**config.mk**
```make
export PLATFORM = sky130hd
export DESIGN_NAME = text_write_ctrl_flat
export DESIGN_NICKNAME = d
export VERILOG_FILES = /design/src/rtl/text_write_ctrl_if.sv /design/src/rtl/text_write_ctrl.sv /design/src/flat_wrapper.sv
export SDC_FILE = /design/constraint.sdc
export NUM_CORES = 1
export LEC_CHECK = 0
export ABC_AREA = 1
export ABC_CLOCK_PERIOD_IN_PS = 5080
export BUFFER_PORTS_ARGS = -buffer_cell sky130_fd_sc_hd__buf_2
export CAP_MARGIN = 20
export CORE_ASPECT_RATIO = 0.5
export CORE_MARGIN = 3
export CORE_UTILIZATION = 60
export CTS_BUF_LIST = sky130_fd_sc_hd__clkbuf_8
export CTS_CLUSTER_DIAMETER = 120
export DETAILED_ROUTE_END_ITERATION = 12
export PLACE_DENSITY_LB_ADDON = 0.2
export SYNTH_ARGS = -nofsm -noshare
export SYNTH_HDL_FRONTEND = slang
export SYNTH_SLANG_ARGS = --single-unit
```
**constraint.sdc**
```tcl
create_clock -name clk -period 5.08 [get_ports clk]
set_clock_uncertainty 0.05 [all_clocks]
set_input_delay 0 -clock clk [delete_from_list [all_inputs] [get_ports clk]]
set_output_delay 0 -clock clk [all_outputs]
set_load 0.01 [all_outputs]
```
**src/rtl/text_write_ctrl_if.sv**
```systemverilog
// Character-stream handshake, clear request and tile RAM write port of text_write_ctrl.
// master = character source / RAM side, slave = the controller itself.
interface text_write_ctrl_if;
  logic        char_valid;
  logic [6:0]  char_data;
  logic        char_ready;
  logic        clr_req;
  logic        wr_en;
  logic [11:0] wr_addr;
  logic [6:0]  wr_data;
  logic [6:0]  cur_x;
  logic [4:0]  cur_y;
  logic        busy;
  logic        cursor_vis;

  modport master (
    output char_valid, char_data, clr_req,
    input  char_ready, wr_en, wr_addr, wr_data, cur_x, cur_y, busy, cursor_vis
  );

  modport slave (
    input  char_valid, char_data, clr_req,
    output char_ready, wr_en, wr_addr, wr_data, cur_x, cur_y, busy, cursor_vis
  );
endinterface

```
**src/rtl/text_write_ctrl.sv**
```systemverilog
// Write-side controller for the text tile RAM: cursor tracking, CR/LF/BS/FF and clear sweeps.
// Optional cursor blinking is built when CURSOR_BLINK_EN is defined.
module text_write_ctrl #(
  parameter int unsigned MAX_X      = 80,
  parameter int unsigned MAX_Y      = 30,
  parameter logic [6:0]  BLANK_CHAR = 7'h20,
  parameter int unsigned BLINK_DIV  = 25_000_000
) (
  input  logic             clk,
  input  logic             reset_n,
  text_write_ctrl_if.slave bus
);
  typedef enum logic [1:0] {S_IDLE, S_CLEAR, S_LINE_CLR} state_t;

  localparam logic [6:0] LAST_X = 7'(MAX_X - 1);
  localparam logic [4:0] LAST_Y = 5'(MAX_Y - 1);

  if (MAX_X > 128 || MAX_Y > 32 || MAX_X < 1 || MAX_Y < 1 || BLINK_DIV < 1) begin : g_bad_params
    $error("text_write_ctrl: illegal parameter values");
  end

  state_t      state_q, state_d;
  logic [6:0]  sweep_col_q, sweep_col_d;
  logic [4:0]  sweep_row_q, sweep_row_d;
  logic [6:0]  cur_x_q, cur_x_d;
  logic [4:0]  cur_y_q, cur_y_d;
  logic        clr_pend_q, clr_pend_d;
  logic        wr_en_q, wr_en_d;
  logic [11:0] wr_addr_q, wr_addr_d;
  logic [6:0]  wr_data_q, wr_data_d;
  logic        char_ready;
  logic        accept;
  logic [4:0]  next_row;

  assign char_ready = (state_q == S_IDLE) && !bus.clr_req && !clr_pend_q;
  assign accept     = bus.char_valid && char_ready;
  assign next_row   = (cur_y_q == LAST_Y) ? 5'd0 : cur_y_q + 5'd1;

  always_comb begin
    state_d     = state_q;
    sweep_col_d = sweep_col_q;
    sweep_row_d = sweep_row_q;
    cur_x_d     = cur_x_q;
    cur_y_d     = cur_y_q;
    clr_pend_d  = clr_pend_q;
    wr_en_d     = 1'b0;
    wr_addr_d   = wr_addr_q;
    wr_data_d   = wr_data_q;

    unique case (state_q)
      S_IDLE: begin
        // A clear request takes priority; the pending char stays unaccepted.
        if (bus.clr_req) begin
          state_d = S_CLEAR;
          cur_x_d = 7'd0;
          cur_y_d = 5'd0;
        end else if (accept) begin
          if (bus.char_data >= 7'h20 && bus.char_data <= 7'h7E) begin
            wr_en_d   = 1'b1;
            wr_addr_d = {cur_y_q, cur_x_q};
            wr_data_d = bus.char_data;
            if (cur_x_q < LAST_X) begin
              cur_x_d = cur_x_q + 7'd1;
            end else begin
              cur_x_d = 7'd0;
              cur_y_d = next_row;
              state_d = S_LINE_CLR;
            end
          end else begin
            case (bus.char_data)
              7'h0D: cur_x_d = 7'd0;
              7'h0A: begin
                cur_x_d = 7'd0;
                cur_y_d = next_row;
                state_d = S_LINE_CLR;
              end
              7'h08: begin
                if (cur_x_q != 7'd0) begin
                  cur_x_d   = cur_x_q - 7'd1;
                  wr_en_d   = 1'b1;
                  wr_addr_d = {cur_y_q, cur_x_q - 7'd1};
                  wr_data_d = BLANK_CHAR;
                end
              end
              7'h0C: begin
                state_d = S_CLEAR;
                cur_x_d = 7'd0;
                cur_y_d = 5'd0;
              end
              default: ;
            endcase
          end
        end
      end

      S_CLEAR: begin
        cur_x_d   = 7'd0;
        cur_y_d   = 5'd0;
        wr_en_d   = 1'b1;
        wr_addr_d = {sweep_row_q, sweep_col_q};
        wr_data_d = BLANK_CHAR;
        if (sweep_col_q == LAST_X) begin
          sweep_col_d = 7'd0;
          if (sweep_row_q == LAST_Y) begin
            sweep_row_d = 5'd0;
            state_d     = S_IDLE;
          end else begin
            sweep_row_d = sweep_row_q + 5'd1;
          end
        end else begin
          sweep_col_d = sweep_col_q + 7'd1;
        end
      end

      S_LINE_CLR: begin
        wr_en_d   = 1'b1;
        wr_addr_d = {cur_y_q, sweep_col_q};
        wr_data_d = BLANK_CHAR;
        if (bus.clr_req) clr_pend_d = 1'b1;
        if (sweep_col_q == LAST_X) begin
          sweep_col_d = 7'd0;
          if (clr_pend_q || bus.clr_req) begin
            state_d    = S_CLEAR;
            clr_pend_d = 1'b0;
            cur_x_d    = 7'd0;
            cur_y_d    = 5'd0;
          end else begin
            state_d = S_IDLE;
          end
        end else begin
          sweep_col_d = sweep_col_q + 7'd1;
        end
      end

      default: state_d = S_CLEAR;
    endcase
  end

  always_ff @(posedge clk or negedge reset_n) begin
    if (!reset_n) begin
      state_q     <= S_CLEAR;
      sweep_col_q <= 7'd0;
      sweep_row_q <= 5'd0;
      cur_x_q     <= 7'd0;
      cur_y_q     <= 5'd0;
      clr_pend_q  <= 1'b0;
      wr_en_q     <= 1'b0;
      wr_addr_q   <= 12'd0;
      wr_data_q   <= BLANK_CHAR;
    end else begin
      state_q     <= state_d;
      sweep_col_q <= sweep_col_d;
      sweep_row_q <= sweep_row_d;
      cur_x_q     <= cur_x_d;
      cur_y_q     <= cur_y_d;
      clr_pend_q  <= clr_pend_d;
      wr_en_q     <= wr_en_d;
      wr_addr_q   <= wr_addr_d;
      wr_data_q   <= wr_data_d;
    end
  end

`ifdef CURSOR_BLINK_EN
  localparam int unsigned BW = (BLINK_DIV > 1) ? $clog2(BLINK_DIV) : 1;

  logic [BW-1:0] blink_cnt_q, blink_cnt_d;
  logic          vis_q, vis_d;

  // Typing or any cursor move restarts the blink phase so the cursor stays solid.
  always_comb begin
    blink_cnt_d = blink_cnt_q;
    vis_d       = vis_q;
    if (accept || (cur_x_d != cur_x_q) || (cur_y_d != cur_y_q)) begin
      blink_cnt_d = '0;
      vis_d       = 1'b1;
    end else if (blink_cnt_q == BW'(BLINK_DIV - 1)) begin
      blink_cnt_d = '0;
      vis_d       = !vis_q;
    end else begin
      blink_cnt_d = blink_cnt_q + BW'(1);
    end
  end

  always_ff @(posedge clk or negedge reset_n) begin
    if (!reset_n) begin
      blink_cnt_q <= '0;
      vis_q       <= 1'b1;
    end else begin
      blink_cnt_q <= blink_cnt_d;
      vis_q       <= vis_d;
    end
  end

  assign bus.cursor_vis = vis_q && (state_q == S_IDLE);
`else
  assign bus.cursor_vis = 1'b1;
`endif

  assign bus.char_ready = char_ready;
  assign bus.wr_en      = wr_en_q;
  assign bus.wr_addr    = wr_addr_q;
  assign bus.wr_data    = wr_data_q;
  assign bus.cur_x      = cur_x_q;
  assign bus.cur_y      = cur_y_q;
  assign bus.busy       = (state_q != S_IDLE);
endmodule
```
**src/flat_wrapper.sv**
```systemverilog
// flat-port wrapper written by rule: the top's interface ports become plain ports
module text_write_ctrl_flat 
#(
  parameter int unsigned MAX_X      = 80,
  parameter int unsigned MAX_Y      = 30,
  parameter logic [6:0]  BLANK_CHAR = 7'h20,
  parameter int unsigned BLINK_DIV  = 25_000_000
)
  (clk, reset_n, bus_char_valid, bus_char_data, bus_clr_req, bus_char_ready, bus_wr_en, bus_wr_addr, bus_wr_data, bus_cur_x, bus_cur_y, bus_busy, bus_cursor_vis);
  text_write_ctrl_if bus_i ();
  input  logic clk;
  input  logic reset_n;
  input wire logic [$bits(bus_i.char_valid)-1:0] bus_char_valid;
  input wire logic [$bits(bus_i.char_data)-1:0] bus_char_data;
  input wire logic [$bits(bus_i.clr_req)-1:0] bus_clr_req;
  output wire logic [$bits(bus_i.char_ready)-1:0] bus_char_ready;
  output wire logic [$bits(bus_i.wr_en)-1:0] bus_wr_en;
  output wire logic [$bits(bus_i.wr_addr)-1:0] bus_wr_addr;
  output wire logic [$bits(bus_i.wr_data)-1:0] bus_wr_data;
  output wire logic [$bits(bus_i.cur_x)-1:0] bus_cur_x;
  output wire logic [$bits(bus_i.cur_y)-1:0] bus_cur_y;
  output wire logic [$bits(bus_i.busy)-1:0] bus_busy;
  output wire logic [$bits(bus_i.cursor_vis)-1:0] bus_cursor_vis;
  assign bus_i.char_valid = bus_char_valid;
  assign bus_i.char_data = bus_char_data;
  assign bus_i.clr_req = bus_clr_req;
  assign bus_char_ready = bus_i.char_ready;
  assign bus_wr_en = bus_i.wr_en;
  assign bus_wr_addr = bus_i.wr_addr;
  assign bus_wr_data = bus_i.wr_data;
  assign bus_cur_x = bus_i.cur_x;
  assign bus_cur_y = bus_i.cur_y;
  assign bus_busy = bus_i.busy;
  assign bus_cursor_vis = bus_i.cursor_vis;
  text_write_ctrl #(.MAX_X(MAX_X), .MAX_Y(MAX_Y), .BLANK_CHAR(BLANK_CHAR), .BLINK_DIV(BLINK_DIV)) u_core (.clk(clk), .reset_n(reset_n), .bus(bus_i));
endmodule
```
# After elaboration in Yosys (flattened, before gate mapping)
# Cells that the tools add are included.
# op_classes
order_cmp	3
n_addsub	5
eq_ne	22
muxes	51
reduce_logical	20
# op_table
op	count
$mux 7	13
$mux 12	5
$mux 5	8
$pmux 12 s3	1
$eq 7x4->1 const B	4
$pmux 7 s2	2
$pmux 7 s3	1
$reduce_and 6->1	3
$ne 5x5->1 const B	3
$pmux 5 s3	1
$add 7x1->7 const B	2
$mux 2	7
$add 5x1->5 const B	2
$eq 5x5->1 const B	2
$ne 2x1->1 const B	5
$pmux 5 s2	1
$reduce_and 5->1	2
$mux 1	9
$eq 7x7->1 const B	1
$ge 7x6->1 const B	1
$le 7x7->1 const B	1
$lt 7x7->1 const B	1
$reduce_bool 7->1	1
$sub 7x1->7 const B	1
other kinds (18)	24
# word_totals
inputBits	11
elab_cells	110
ff_bits	47

# Depth between registers and ports, before layout
# Gate-level depths: netlist of the first run.
# logic_depth
word_depth	7
ltp_mapped	12
mapped_depth_nobuf	11

# Worst setup path after synthesis of the first run
# No wires, ideal clock.
# synth_timing
kind	reg2reg
from	register u_core.state_q[0]
to	register u_core.cur_y_q[3], in the netlist u_core.bus.cur_y[3]
setup_time_ns	0.076
path_buffers	0
required_time_ns	4.954
path_stages_with_launch	7
arrival_ns	1.670
path_slack_ns	3.284
cell_sequence	dfstp_2 -> inv_1 -> ha_1 -> nor2_1 -> nand3_1 -> or2_2 -> o21ai_1
# synth_via
elab_chain_len	6
elab_cells_between_ends	14
# synth_rtl
element	line_no	text
start: declaration	text_write_ctrl.sv:22	state_t state_q, state_d;
start signal: assignment	text_write_ctrl.sv:151	state_q <= state_d;
$logic_not 2->1	text_write_ctrl.sv:35, text_write_ctrl.sv:50	
$logic_and 1x1->1 (2 in a row)	text_write_ctrl.sv:35	assign char_ready = (state_q == S_IDLE) && !bus.clr_req && !clr_pend_q;
$logic_and 1x1->1	text_write_ctrl.sv:36	assign accept = bus.char_valid && char_ready;
$ne 3x2->1 (no line)	--	
$reduce_and 6->1 (no line)	--	
end signal: assignment	text_write_ctrl.sv:155	cur_y_q <= cur_y_d;
end: declaration	text_write_ctrl.sv:26	logic [4:0] cur_y_q, cur_y_d;
# Several ways; a longest one is shown, not always the timed one.
# A chain may end at the register's enable or synchronous reset.

# Worst setup path in the final report of the first run
# layout_timing
from	register u_core.state_q[1]
to	register u_core.wr_addr_q[2], in the netlist u_core.bus.wr_addr[2]
# layout_via
elab_chain_len	6
elab_cells_between_ends	13
# layout_rtl
element	line_no	text
$logic_not 2->1	text_write_ctrl.sv:35, text_write_ctrl.sv:50	
$logic_and 1x1->1 (2 in a row)	text_write_ctrl.sv:35	
$logic_and 1x1->1	text_write_ctrl.sv:36	
$ne 2x1->1 (no line)	--	
$reduce_and 5->1 (no line)	--	
end signal: assignment	text_write_ctrl.sv:158	wr_addr_q <= wr_addr_d;
end: declaration	text_write_ctrl.sv:29	logic [11:0] wr_addr_q, wr_addr_d;
# Several ways; a longest one is shown, not always the timed one.

==> results of run 1 <==
[registers in the layout (all words and copies together) (netlist names)]
signal              count
u_core.state_q          2
u_core.bus.wr_en        1
u_core.sweep_row_q      5
u_core.sweep_col_q      7
u_core.bus.wr_data      7
u_core.clr_pend_q       1
u_core.bus.cur_y        5
u_core.bus.wr_addr     12
u_core.bus.cur_x        7
[routing by layer]
layer / vias to the layer above / track usage / routed length, µm
met2: 110 / 0.416 / 3440
li1: 1459 / - / -
met4: 0 / 0.0565 / 55
met1: 1373 / 0.369 / 3530
met5: - / 0 / 0
met3: 8 / 0.0631 / 584
[through the flow]
step                power (mW)  setup slack, ns
floorplan                 1.35             3.28
global placement          1.58             2.57
detailed placement        1.61             2.59
CTS                       1.86             2.54
global route              2.03             2.23
finish                    1.87             2.48
[report_power, final]
part,total [mW],switching (mW),internal [mW]
Combinational,0.996,0.661,0.336
Sequential,0.636,0.139,0.497
Clock,0.240,0.132,0.108
Total,1.87,0.931,0.941
[cell usage in the layout, fill, tap and decap left out, types with 3 or more instances in the layout]
cell type	netlist	layout
sky130_fd_sc_hd__nand2_1	146	146
sky130_fd_sc_hd__inv_1	46	47
sky130_fd_sc_hd__dfrtp_1	45	45
sky130_fd_sc_hd__buf_2	1	44
sky130_fd_sc_hd__nor2_1	33	33
sky130_fd_sc_hd__nand3_1	30	30
sky130_fd_sc_hd__o21ai_0	30	30
sky130_fd_sc_hd__a21oi_1	16	16
sky130_fd_sc_hd__ha_1	12	12
sky130_fd_sc_hd__o21ai_1	10	10
sky130_fd_sc_hd__xor2_1	10	10
sky130_fd_sc_hd__dlygate4sd3_1	0	8
sky130_fd_sc_hd__clkbuf_8	0	6
sky130_fd_sc_hd__or2_2	5	5
sky130_fd_sc_hd__nand4_1	4	4
sky130_fd_sc_hd__nor2_2	3	3
sky130_fd_sc_hd__nor3_1	3	3
sky130_fd_sc_hd__nor2_4	3	3
[worst max-delay path by stage]
stage / startpoint / end / slack, ns / depth (start not counted)
2_1_floorplan: u_core.state_q[0] / u_core.bus.cur_y[3] / 3.28 / 6
3_3_place_gp: u_core.state_q[1] / u_core.bus.wr_addr[7] / 2.57 / 10
3_5_place_dp: u_core.bus.cur_x[0] / u_core.bus.wr_addr[11] / 2.59 / 11
4_1_cts: u_core.state_q[1] / u_core.bus.wr_addr[2] / 2.54 / 10
5_1_grt: u_core.state_q[1] / u_core.bus.wr_addr[2] / 2.23 / 10
6_report: u_core.state_q[1] / u_core.bus.wr_addr[2] / 2.48 / 10
[tightest hold or removal path, cell delays in order]
cell and delay [ns]:
sky130_fd_sc_hd__buf_2 0.10, sky130_fd_sc_hd__inv_1 0.05, sky130_fd_sc_hd__nor3_1 0.06, sky130_fd_sc_hd__nand3_2 0.09, sky130_fd_sc_hd__a21oi_1 0.07
[cell type report]
cell class | count | area, µm²
clock buffers | 6 | 82.6
clock inverters | 2 | 8.76
fillers | 378 | 1150
inverters | 48 | 180
multi-input cells | 325 | 1620
flip-flops and latches | 47 | 1180
well taps | 66 | 82.6
repair buffers | 53 | 328
[logic make-up (layout without fill, tap and decap cells)]
| logic type | Yosys count | count (layout) | share of synthesized area |
|---|---|---|---|
| other cells | 1 | 1 | 0.00123 |
| flops | 47 | 47 | 0.386 |
| xor+xnor | 12 | 12 | 0.0344 |
| compound gates | 64 | 64 | 0.111 |
| simple gates | 236 | 236 | 0.336 |
| fa+ha+maj | 12 | 12 | 0.0492 |
| buf+inv | 57 | 109 | 0.0827 |
[what timing repair did]
| item | 4_1_cts | 5_1_grt |
|---|---|---|
| hold endpoints to repair | 52 | 0 |
| setup endpoints to repair | 0 | 0 |
| hold buffers | 8 | 0 |
==> results.py, run 1 <==
metrics = {
    "cells_and_area": {
        "nets": 503,
        "final_non_filler_cells": 547,
        "n_antenna_cell": 0,
        "layout-drive-gt1-share": 0.154,
        "areaGrowthSynthToFinish_pct": 14.1,
        "design_area_um2": 3480,
        "end_of_flow_core_utilization": 0.751,
    },
    "worst_setup_path": {
        "crit_path_start_kind": "flip-flop",
        "critical-path-slowest-cell": "sky130_fd_sc_hd__nand2_1",
        "rrSetupSlack_ns": 2.48,
        "most_prevalent_standard_cell_on_the_critical_path": "sky130_fd_sc_hd__nand2_1",
        "worst_reg2reg_path_length_in_cells": 10,
        "crit_family": "simple AND/OR/NAND/NOR gates",
        "timing.critical_path.buf_inv": 2,
        "worstReg2RegEnd": "u_core.bus.wr_addr[2]",
        "crit_required_ns": 5.27,
        "endpoint_kind": "flip-flop",
        "critical_path_peak_fanout": 29,
        "worst-setup-path-type": "reg2reg",
        "critPathArrivalTime_ns": 2.78,
        "critical_path_cell_list": "inv_1 > ha_1 > nand2_1 > nor3_1 > nand3_2 > nand2_1 > nand2_1 > inv_2 > nand2_1 > nand2_1",
        "reg2reg_from": "u_core.state_q[1]",
        "critical-path-max-stage-delay_ns": 0.51,
    },
    "route": {
        "vias": 2950,
        "route.detailed.wl_per_inst_um": 13.9,
        "drt_first_pass_iters": 5,
        "drcViolationCount": 0,
        "drtAntennaViolNets": 0,
        "detail_route.wirelength_um": 7610,
        "drt_first_iter_violations": 199,
        "routed_via_density": 5.39,
    },
    "synthesis": {
        "seq_area_frac_synth": 0.386,
        "synth_nets": 452,
        "synth_area_um2": 3050,
        "ys.warnings.count": 0,
        "yosysUniqueCellTypes": 36,
        "synth_async_sr_flop_share": 1.00,
        "synth_ff_type": "sky130_fd_sc_hd__dfrtp_1",
        "edff_count_synth": 0,
        "synth_top_cells_by_count": "146 x sky130_fd_sc_hd__nand2_1, 46 x sky130_fd_sc_hd__inv_1, 45 x sky130_fd_sc_hd__dfrtp_1",
        "synthDominantCellAreaShare": 0.369,
        "synth.largest_area_cell": "sky130_fd_sc_hd__dfrtp_1",
        "synth.avg_cell_area_um2": 7.12,
        "synth.most_common_cell": "sky130_fd_sc_hd__nand2_1",
        "synth.ff_latch_count": 47,
        "synth.area.top_cells": "sky130_fd_sc_hd__dfrtp_1 37%, sky130_fd_sc_hd__nand2_1 18%, sky130_fd_sc_hd__inv_1 5.7%, sky130_fd_sc_hd__ha_1 4.9%, sky130_fd_sc_hd__nand3_1 4.9%",
        "post_synth_inst_count": 429,
    },
    "floorplan": {
        "floorplan.initialDensity": 0.659,
        "dieArea_um2": 6030,
        "io_pins": 46,
        "floorplan.die.height_um": 56.5,
        "fp.coreArea_um2": 4640,
        "dieWidth_um": 107,
        "row_count": 17,
    },
    "timing": {
        "setup_viol_count_final": 0,
        "fin_setup_tns_ns": 0,
        "timing_worst_slew_pin_value_ns": 0.889,
        "timing.fmax_mhz": 385,
        "timing.final.crit_share": 0.511,
        "hold_slack_ns": 0.0490,
        "final_hold_viol_count": 0,
        "maxSlewHeadroom": 0.406,
        "final-max-slew-violation-count": 0,
        "final_period_minus_worst_setup_slack_ns": 2.60,
        "setup_repair_after_global_routing_missed_its_margin": "no",
    },
    "worst_hold_path": {
        "min_delay_worst_endpoint": "u_core.bus.wr_en",
        "hold_path.startpoint": "bus_char_valid",
        "hold-path-cell-count": 5,
        "timing.hold.worst.class": "in2reg",
    },
    "clock_tree": {
        "numClockSinks": 47,
        "clock_tree.htree_level_count": 2,
        "clk_lat_worst_skew_ns": 0.30,
        "cts_tree": "done",
        "clk_pin_slew_worst_paths_ns": 0.09,
        "post_cts_resize_count": 0,
        "cts-root-to-sink-buffers": 2,
        "post_cts_buffers": 0,
        "numCtsBuffers": 5,
        "root_buffer": "sky130_fd_sc_hd__clkbuf_8",
    },
    "global_routing": {
        "grt_pass1_vias": 2747,
        "initial_antenna_violation_count": 0,
        "largest_net_degree_at_the_start_of_global_routing": 48,
        "grt_pass1_wl_um": 12700,
        "groute.usage.overall": 0.263,
        "gr-total-overflow": 0,
    },
    "place": {
        "post-dp-hpwl_um": 5650,
        "routability_driven_placement_congestion_ratio": 0.984,
        "io_buffer_count": 44,
        "dp_cells": 530,
        "place_area_um2": 3280,
    },
    "job": {
        "maxCapViolCount": 0,
    },
    "outcome": {
        "run_status": "finished clean",
    },
    "pwr": {
        "power-per-cell-area_nw_per_um2": 537,
        "leakage_nw": 1.87,
        "max-vdd-ir-drop_uv": 301,
    },
}
Power figures use the tool's default switching activity.
==> run 2, diff against run 1 <==
--- a/config.mk
+++ b/config.mk
@@ -6,12 +6,12 @@
 export NUM_CORES = 1
 export LEC_CHECK = 0
 export ABC_AREA = 1
-export ABC_CLOCK_PERIOD_IN_PS = 5080
+export ABC_CLOCK_PERIOD_IN_PS = 2450
 export BUFFER_PORTS_ARGS = -buffer_cell sky130_fd_sc_hd__buf_2
 export CAP_MARGIN = 20
 export CORE_ASPECT_RATIO = 0.5
 export CORE_MARGIN = 3
-export CORE_UTILIZATION = 60
+export CORE_UTILIZATION = 59
 export CTS_BUF_LIST = sky130_fd_sc_hd__clkbuf_8
 export CTS_CLUSTER_DIAMETER = 120
 export DETAILED_ROUTE_END_ITERATION = 12
==> constraint.sdc (replaced) <==
create_clock -name clk -period 2.45 [get_ports clk]
set_clock_uncertainty 0.05 [all_clocks]
set_input_delay 0 -clock clk [delete_from_list [all_inputs] [get_ports clk]]
set_output_delay 0 -clock clk [all_outputs]
set_load 0.01 [all_outputs]
==> run 2 against run 1 <==
Global-route usage rose by 0.057 points; combinational power rose by 120%; wire length grew 1.8%; critical path depth down 3; critical path type unchanged; largest cell class unchanged.
==> results.py, run 2 (same netlist as run 1, synthesis figures left out) <==
metrics = {
    "floorplan": {
        "io_pins": 46,
        "floorplan.initialDensity": 0.653,
        "dieArea_um2": 6130,
        "row_count": 17,
        "dieWidth_um": 108,
        "floorplan.die.height_um": 56.9,
        "fp.coreArea_um2": 4680,
    },
    "worst_setup_path": {
        "critical_path_peak_fanout": 12,
        "crit_path_start_kind": "flip-flop",
        "critPathArrivalTime_ns": 2.43,
        "worst-setup-path-type": "reg2reg",
        "crit_required_ns": 2.64,
        "endpoint_kind": "flip-flop",
    },
    "cells_and_area": {
        "layout_commonest_cell": "sky130_fd_sc_hd__nand2_1",
        "layout.cells.most_common_list": "146 x sky130_fd_sc_hd__nand2_1, 46 x sky130_fd_sc_hd__inv_1, 45 x sky130_fd_sc_hd__dfrtp_1",
        "final_non_filler_cells": 550,
        "nets": 506,
        "end_of_flow_core_utilization": 0.755,
        "layout-drive-gt1-share": 0.161,
        "largest_register_ffs": 12,
        "n_antenna_cell": 0,
        "areaGrowthSynthToFinish_pct": 15.6,
        "filler_cell_count": 377,
    },
    "route": {
        "drt_first_pass_iters": 5,
        "drcViolationCount": 0,
        "drtAntennaViolNets": 0,
        "vias": 3007,
        "routed_via_density": 5.47,
        "route.detailed.wl_per_inst_um": 14.1,
        "drt_first_iter_violations": 276,
        "detail_route.wirelength_um": 7750,
    },
    "global_routing": {
        "initial_antenna_violation_count": 0,
        "groute.usage.overall": 0.264,
        "gr-total-overflow": 0,
        "grt_pass1_wl_um": 12900,
        "grt_pass1_vias": 2744,
        "largest_net_degree_at_the_start_of_global_routing": 48,
    },
    "timing": {
        "final-max-slew-violation-count": 0,
        "fin_setup_tns_ns": 0,
        "setup_repair_after_global_routing_missed_its_margin": "no",
        "timing.final.crit_share": 0.915,
        "timing.fmax_mhz": 446,
        "setup_viol_count_final": 0,
        "final_period_minus_worst_setup_slack_ns": 2.24,
        "final_hold_viol_count": 0,
        "hold_slack_ns": 0.00578,
    },
    "clock_tree": {
        "cts-root-to-sink-buffers": 2,
        "numCtsBuffers": 5,
        "numClockSinks": 47,
        "clk_pin_slew_worst_paths_ns": 0.10,
        "cts_tree": "done",
        "root_buffer": "sky130_fd_sc_hd__clkbuf_8",
        "clk_lat_worst_skew_ns": 0.31,
        "clock_tree.htree_level_count": 2,
        "post_cts_resize_count": 0,
    },
    "job": {
        "maxCapViolCount": 0,
    },
    "pwr": {
        "power-per-cell-area_nw_per_um2": 1150,
        "leakage_nw": 1.89,
        "power.total_mw": 4.05,
        "max-vdd-ir-drop_uv": 590,
    },
    "place": {
        "routability_driven_placement_congestion_ratio": 0.948,
        "dp_cells": 533,
        "io_buffer_count": 44,
        "post-dp-hpwl_um": 5500,
    },
    "outcome": {
        "run_status": "finished clean",
    },
    "worst_hold_path": {
        "timing.hold.worst.class": "in2reg",
    },
}
## run 2: cell types whose count changed in the layout (fill, tap and decap cells not counted), sizes merged
cell | previous run | this run
clkinv | 2 | 3
clkbuf | 6 | 5
buf | 45 | 48
bufinv | 0 | 1
inv | 48 | 47
## run 2: worst paths after layout
check | slack (ns) | cells past startpoint | end | from
min reg2reg | 0.44 | 2 | u_core.bus.wr_data[0] | u_core.bus.wr_data[0]
max reg2reg | 0.21 | 7 | u_core.bus.cur_y[2] | u_core.state_q[0]
min | 0.006 | 5 | u_core.bus.wr_en | bus_char_valid
max | 0.21 | 7 | u_core.bus.cur_y[2] | u_core.state_q[0]
max in group asynchronous | 1.65 | 3 | u_core.state_q[0] | reset_n
min in group asynchronous | 0.11 | 2 | u_core.bus.wr_addr[8] | reset_n
## run 2: report_power, final
group	switching [mW]	total [mW]	internal, mW
combinational	1.40	2.15	0.753
clock	0.299	0.603	0.305
sequential	0.268	1.30	1.03
total	1.97	4.05	2.09
## run 2: what timing repair did
action / CTS / global route
setup buffers: 0 / 0
endpoints found under the setup margin: 0 / 0
endpoints found under the hold margin: 52 / 0
hold buffers: 8 / 0
## run 2: worst max-delay path, stage by stage, from the launching register on
cell                      delay [ns]
sky130_fd_sc_hd__dfstp_2        0.57
sky130_fd_sc_hd__inv_1          0.06
sky130_fd_sc_hd__ha_1           0.34
sky130_fd_sc_hd__buf_4          0.20
sky130_fd_sc_hd__nor2_1         0.28
sky130_fd_sc_hd__nand3_1        0.21
sky130_fd_sc_hd__or2_2          0.32
sky130_fd_sc_hd__o21ai_1        0.14
## run 2: layer usage
metal,GRT usage,vias to the layer above,wire length [µm]
li1,-,1474,-
met1,0.373,1395,3570
met2,0.421,125,3480
met3,0.0459,13,602
met4,0.0629,0,93
met5,0,-,0
## run 2: stage by stage
step | setup WS [ns] | instance area, µm²
floorplan | 0.654 | 3050
global placement | 0.385 | 3320
detailed placement | 0.252 | 3320
CTS | 0.232 | 3510
global route | 0.0812 | 3530
finish | 0.209 | 3530
## run 2: cell type report
class | instances | area [µm²] | share of cell area
clock inverters | 3 | 43.8 | 0.0124
clock buffers | 5 | 68.8 | 0.0195
flip-flops and latches | 47 | 1180 | 0.334
repair buffers | 56 | 355 | 0.101
well taps | 66 | 82.6 | 0.0234
multi-input cells | 325 | 1620 | 0.459
inverters | 48 | 180 | 0.0510
==> run 3, diff against run 2 <==
--- a/config.mk
+++ b/config.mk
@@ -16,6 +16,8 @@
 export CTS_CLUSTER_DIAMETER = 120
 export DETAILED_ROUTE_END_ITERATION = 12
 export PLACE_DENSITY_LB_ADDON = 0.2
+export SETUP_SLACK_MARGIN = 0.5
+export SLEW_MARGIN = 20
 export SYNTH_ARGS = -nofsm -noshare
 export SYNTH_HDL_FRONTEND = slang
 export SYNTH_SLANG_ARGS = --single-unit
==> run 3 against run 2 <==
Utilization is 2.0 points higher; sequential power about the same; non-clock buffer count is 5 higher; design area grew 2.7%; final cell count is 0.91% higher; via count rose by 1.8%; clock power shrank 2%; hold slack gained 0.016 ns; sequential share of layout area decreased by 0.83 points; global-route usage up 0.80 points; critical path depth is the same; combinational power rose by 12%.
==> results.py, run 3 (same netlist as run 1, synthesis figures left out) <==
metrics = {
    "outcome": {
        "run_status": "finished clean",
    },
    "worst_hold_path": {
        "min_delay_worst_endpoint": "u_core.bus.wr_data[6]",
        "hold-path-cell-count": 3,
        "timing.hold.worst.class": "in2reg",
        "hold_path.startpoint": "bus_char_data[6]",
    },
    "floorplan": {
        "dieWidth_um": 108,
        "fp.coreArea_um2": 4680,
        "row_count": 17,
        "dieArea_um2": 6130,
        "floorplan.initialDensity": 0.653,
        "io_pins": 46,
        "floorplan.die.height_um": 56.9,
    },
    "cells_and_area": {
        "layout.cells.most_common_list": "145 x sky130_fd_sc_hd__nand2_1, 45 x sky130_fd_sc_hd__inv_1, 44 x sky130_fd_sc_hd__dfrtp_1",
        "design_area_um2": 3630,
        "layout-drive-gt1-share": 0.194,
        "n_antenna_cell": 0,
        "multi_input_gate_area_in_the_final_layout_um2": 1680,
        "final-seq-area_um2": 1180,
        "layout_commonest_cell": "sky130_fd_sc_hd__nand2_1",
        "nets": 511,
        "filler_cell_count": 357,
        "areaGrowthSynthToFinish_pct": 18.7,
        "largest_register_ffs": 12,
    },
    "worst_setup_path": {
        "crit_path_start_kind": "flip-flop",
        "endpoint_kind": "flip-flop",
        "worst-setup-path-type": "reg2reg",
        "worst_reg2reg_path_length_in_cells": 7,
        "critPathArrivalTime_ns": 2.05,
        "critical_path_peak_fanout": 4,
        "crit_required_ns": 2.60,
        "rrSetupSlack_ns": 0.54,
        "worstReg2RegEnd": "u_core.sweep_col_q[6]",
        "most_prevalent_standard_cell_on_the_critical_path": "sky130_fd_sc_hd__inv_1",
        "reg2reg_from": "u_core.state_q[0]",
        "critical_path_cell_list": "inv_1 > ha_4 > clkinvlp_4 > nor3_4 > inv_1 > nor2_1 > nor3_1",
        "critical-path-max-stage-delay_ns": 0.56,
        "critical-path-slowest-cell": "sky130_fd_sc_hd__dfstp_2",
    },
    "timing": {
        "maxSlewHeadroom": 0.601,
        "timing_worst_slew_pin_value_ns": 0.598,
        "timing.fmax_mhz": 524,
        "timing.final.crit_share": 0.778,
        "final-max-slew-violation-count": 0,
        "fin_setup_tns_ns": 0,
        "final_period_minus_worst_setup_slack_ns": 1.91,
        "setup_repair_after_global_routing_missed_its_margin": "yes",
        "setup_viol_count_final": 0,
        "final_hold_viol_count": 0,
    },
    "clock_tree": {
        "cts-root-to-sink-buffers": 2,
        "cts_tree": "done",
        "root_buffer": "sky130_fd_sc_hd__clkbuf_8",
        "clock_tree.htree_level_count": 2,
        "clk_pin_slew_worst_paths_ns": 0.10,
        "numClockSinks": 47,
        "numCtsBuffers": 5,
        "clk_lat_worst_skew_ns": 0.31,
    },
    "route": {
        "drcViolationCount": 0,
        "drtAntennaViolNets": 0,
        "drt_first_iter_violations": 297,
        "drt_first_pass_iters": 4,
        "route.detailed.wl_per_inst_um": 14.5,
        "detail_route.wirelength_um": 8040,
        "routedLengthMet1_um": 3590,
        "routed_via_density": 5.52,
        "met2_wirelength_um": 3660,
        "met3_length_um": 698,
        "vias": 3061,
        "topRoutingLayerUsed": "met4",
    },
    "place": {
        "post-dp-hpwl_um": 5500,
        "io_buffer_count": 44,
        "routability_driven_placement_congestion_ratio": 0.948,
        "place_area_um2": 3320,
    },
    "global_routing": {
        "grt_pass1_vias": 2768,
        "groute.usage.overall": 0.272,
        "gr-total-overflow": 0,
        "grt_pass1_wl_um": 13200,
        "initial_antenna_violation_count": 0,
        "largest_net_degree_at_the_start_of_global_routing": 48,
    },
    "job": {
        "maxCapViolCount": 0,
    },
    "pwr": {
        "leakage_nw": 1.93,
        "power-per-cell-area_nw_per_um2": 1180,
        "max-vdd-ir-drop_uv": 587,
    },
}
[run 3: timing repair]
action | 4_1_cts | 5_1_grt
setup endpoints to repair | 28 | 34
gates resized for setup | 6 | 11
setup buffers | 3 | 4
pin swaps | 1 | 3
endpoints found under the hold margin | 51 | 0
hold buffers | 7 | 0
[run 3: cell type report]
type | instances | share of cell area
multi-input combinational | 325 | 0.464
sequential | 47 | 0.325
inverter | 48 | 0.0507
clock buffer | 5 | 0.0190
clock inverter | 3 | 0.0121
tap | 66 | 0.0228
timing repair buffer | 61 | 0.106
[run 3: where the power goes]
part / total (mW) / internal [mW] / switching [mW]
registers: 1.30 / 1.03 / 0.268
clock network: 0.593 / 0.304 / 0.288
logic: 2.40 / 0.887 / 1.51
[run 3: per-stage QoR]
step / utilization / hold WS, ns / setup WS (ns) / instances / total power [mW]
after floorplan: - / -0.346 / 0.654 / 429 / 2.80
after global placement: 0.709 / 0.173 / 0.385 / 533 / 3.33
after detailed placement: 0.709 / 0.190 / 0.252 / 533 / 3.39
after CTS: 0.761 / 0.0136 / 0.515 / 551 / 4.12
after global routing: 0.775 / 0.0531 / 0.483 / 555 / 4.63
final: 0.775 / 0.0222 / 0.543 / 555 / 4.29
[run 3: per-layer routing]
layer | track usage | vias to the layer above
met5 | 0 | -
met4 | 0.0755 | 0
met3 | 0.0482 | 13
li1 | - | 1488
met2 | 0.429 | 136
met1 | 0.384 | 1424
[run 3: critical path: cells and delay by family (launching register included)]
family | cells | cell delay (ns)
flip-flops | 1 | 0.56
AND/OR/NAND/NOR | 3 | 0.51
adder cells (fa/ha/maj) | 1 | 0.31
buffers and inverters | 3 | 0.36
[run 3: worst max path at each step]
stage                        start                     to  slack [ns]  cells past startpoint
2_1_floorplan    u_core.state_q[0]    u_core.bus.cur_y[3]        0.65                      6
3_3_place_gp     u_core.state_q[0]    u_core.bus.cur_y[2]        0.38                      7
3_5_place_dp     u_core.state_q[0]    u_core.bus.cur_y[2]        0.25                      7
4_1_cts        u_core.bus.cur_x[1]  u_core.bus.wr_addr[5]        0.52                     11
5_1_grt          u_core.state_q[0]  u_core.bus.wr_addr[4]        0.48                      8
6_report         u_core.state_q[0]  u_core.sweep_col_q[6]        0.54                      7
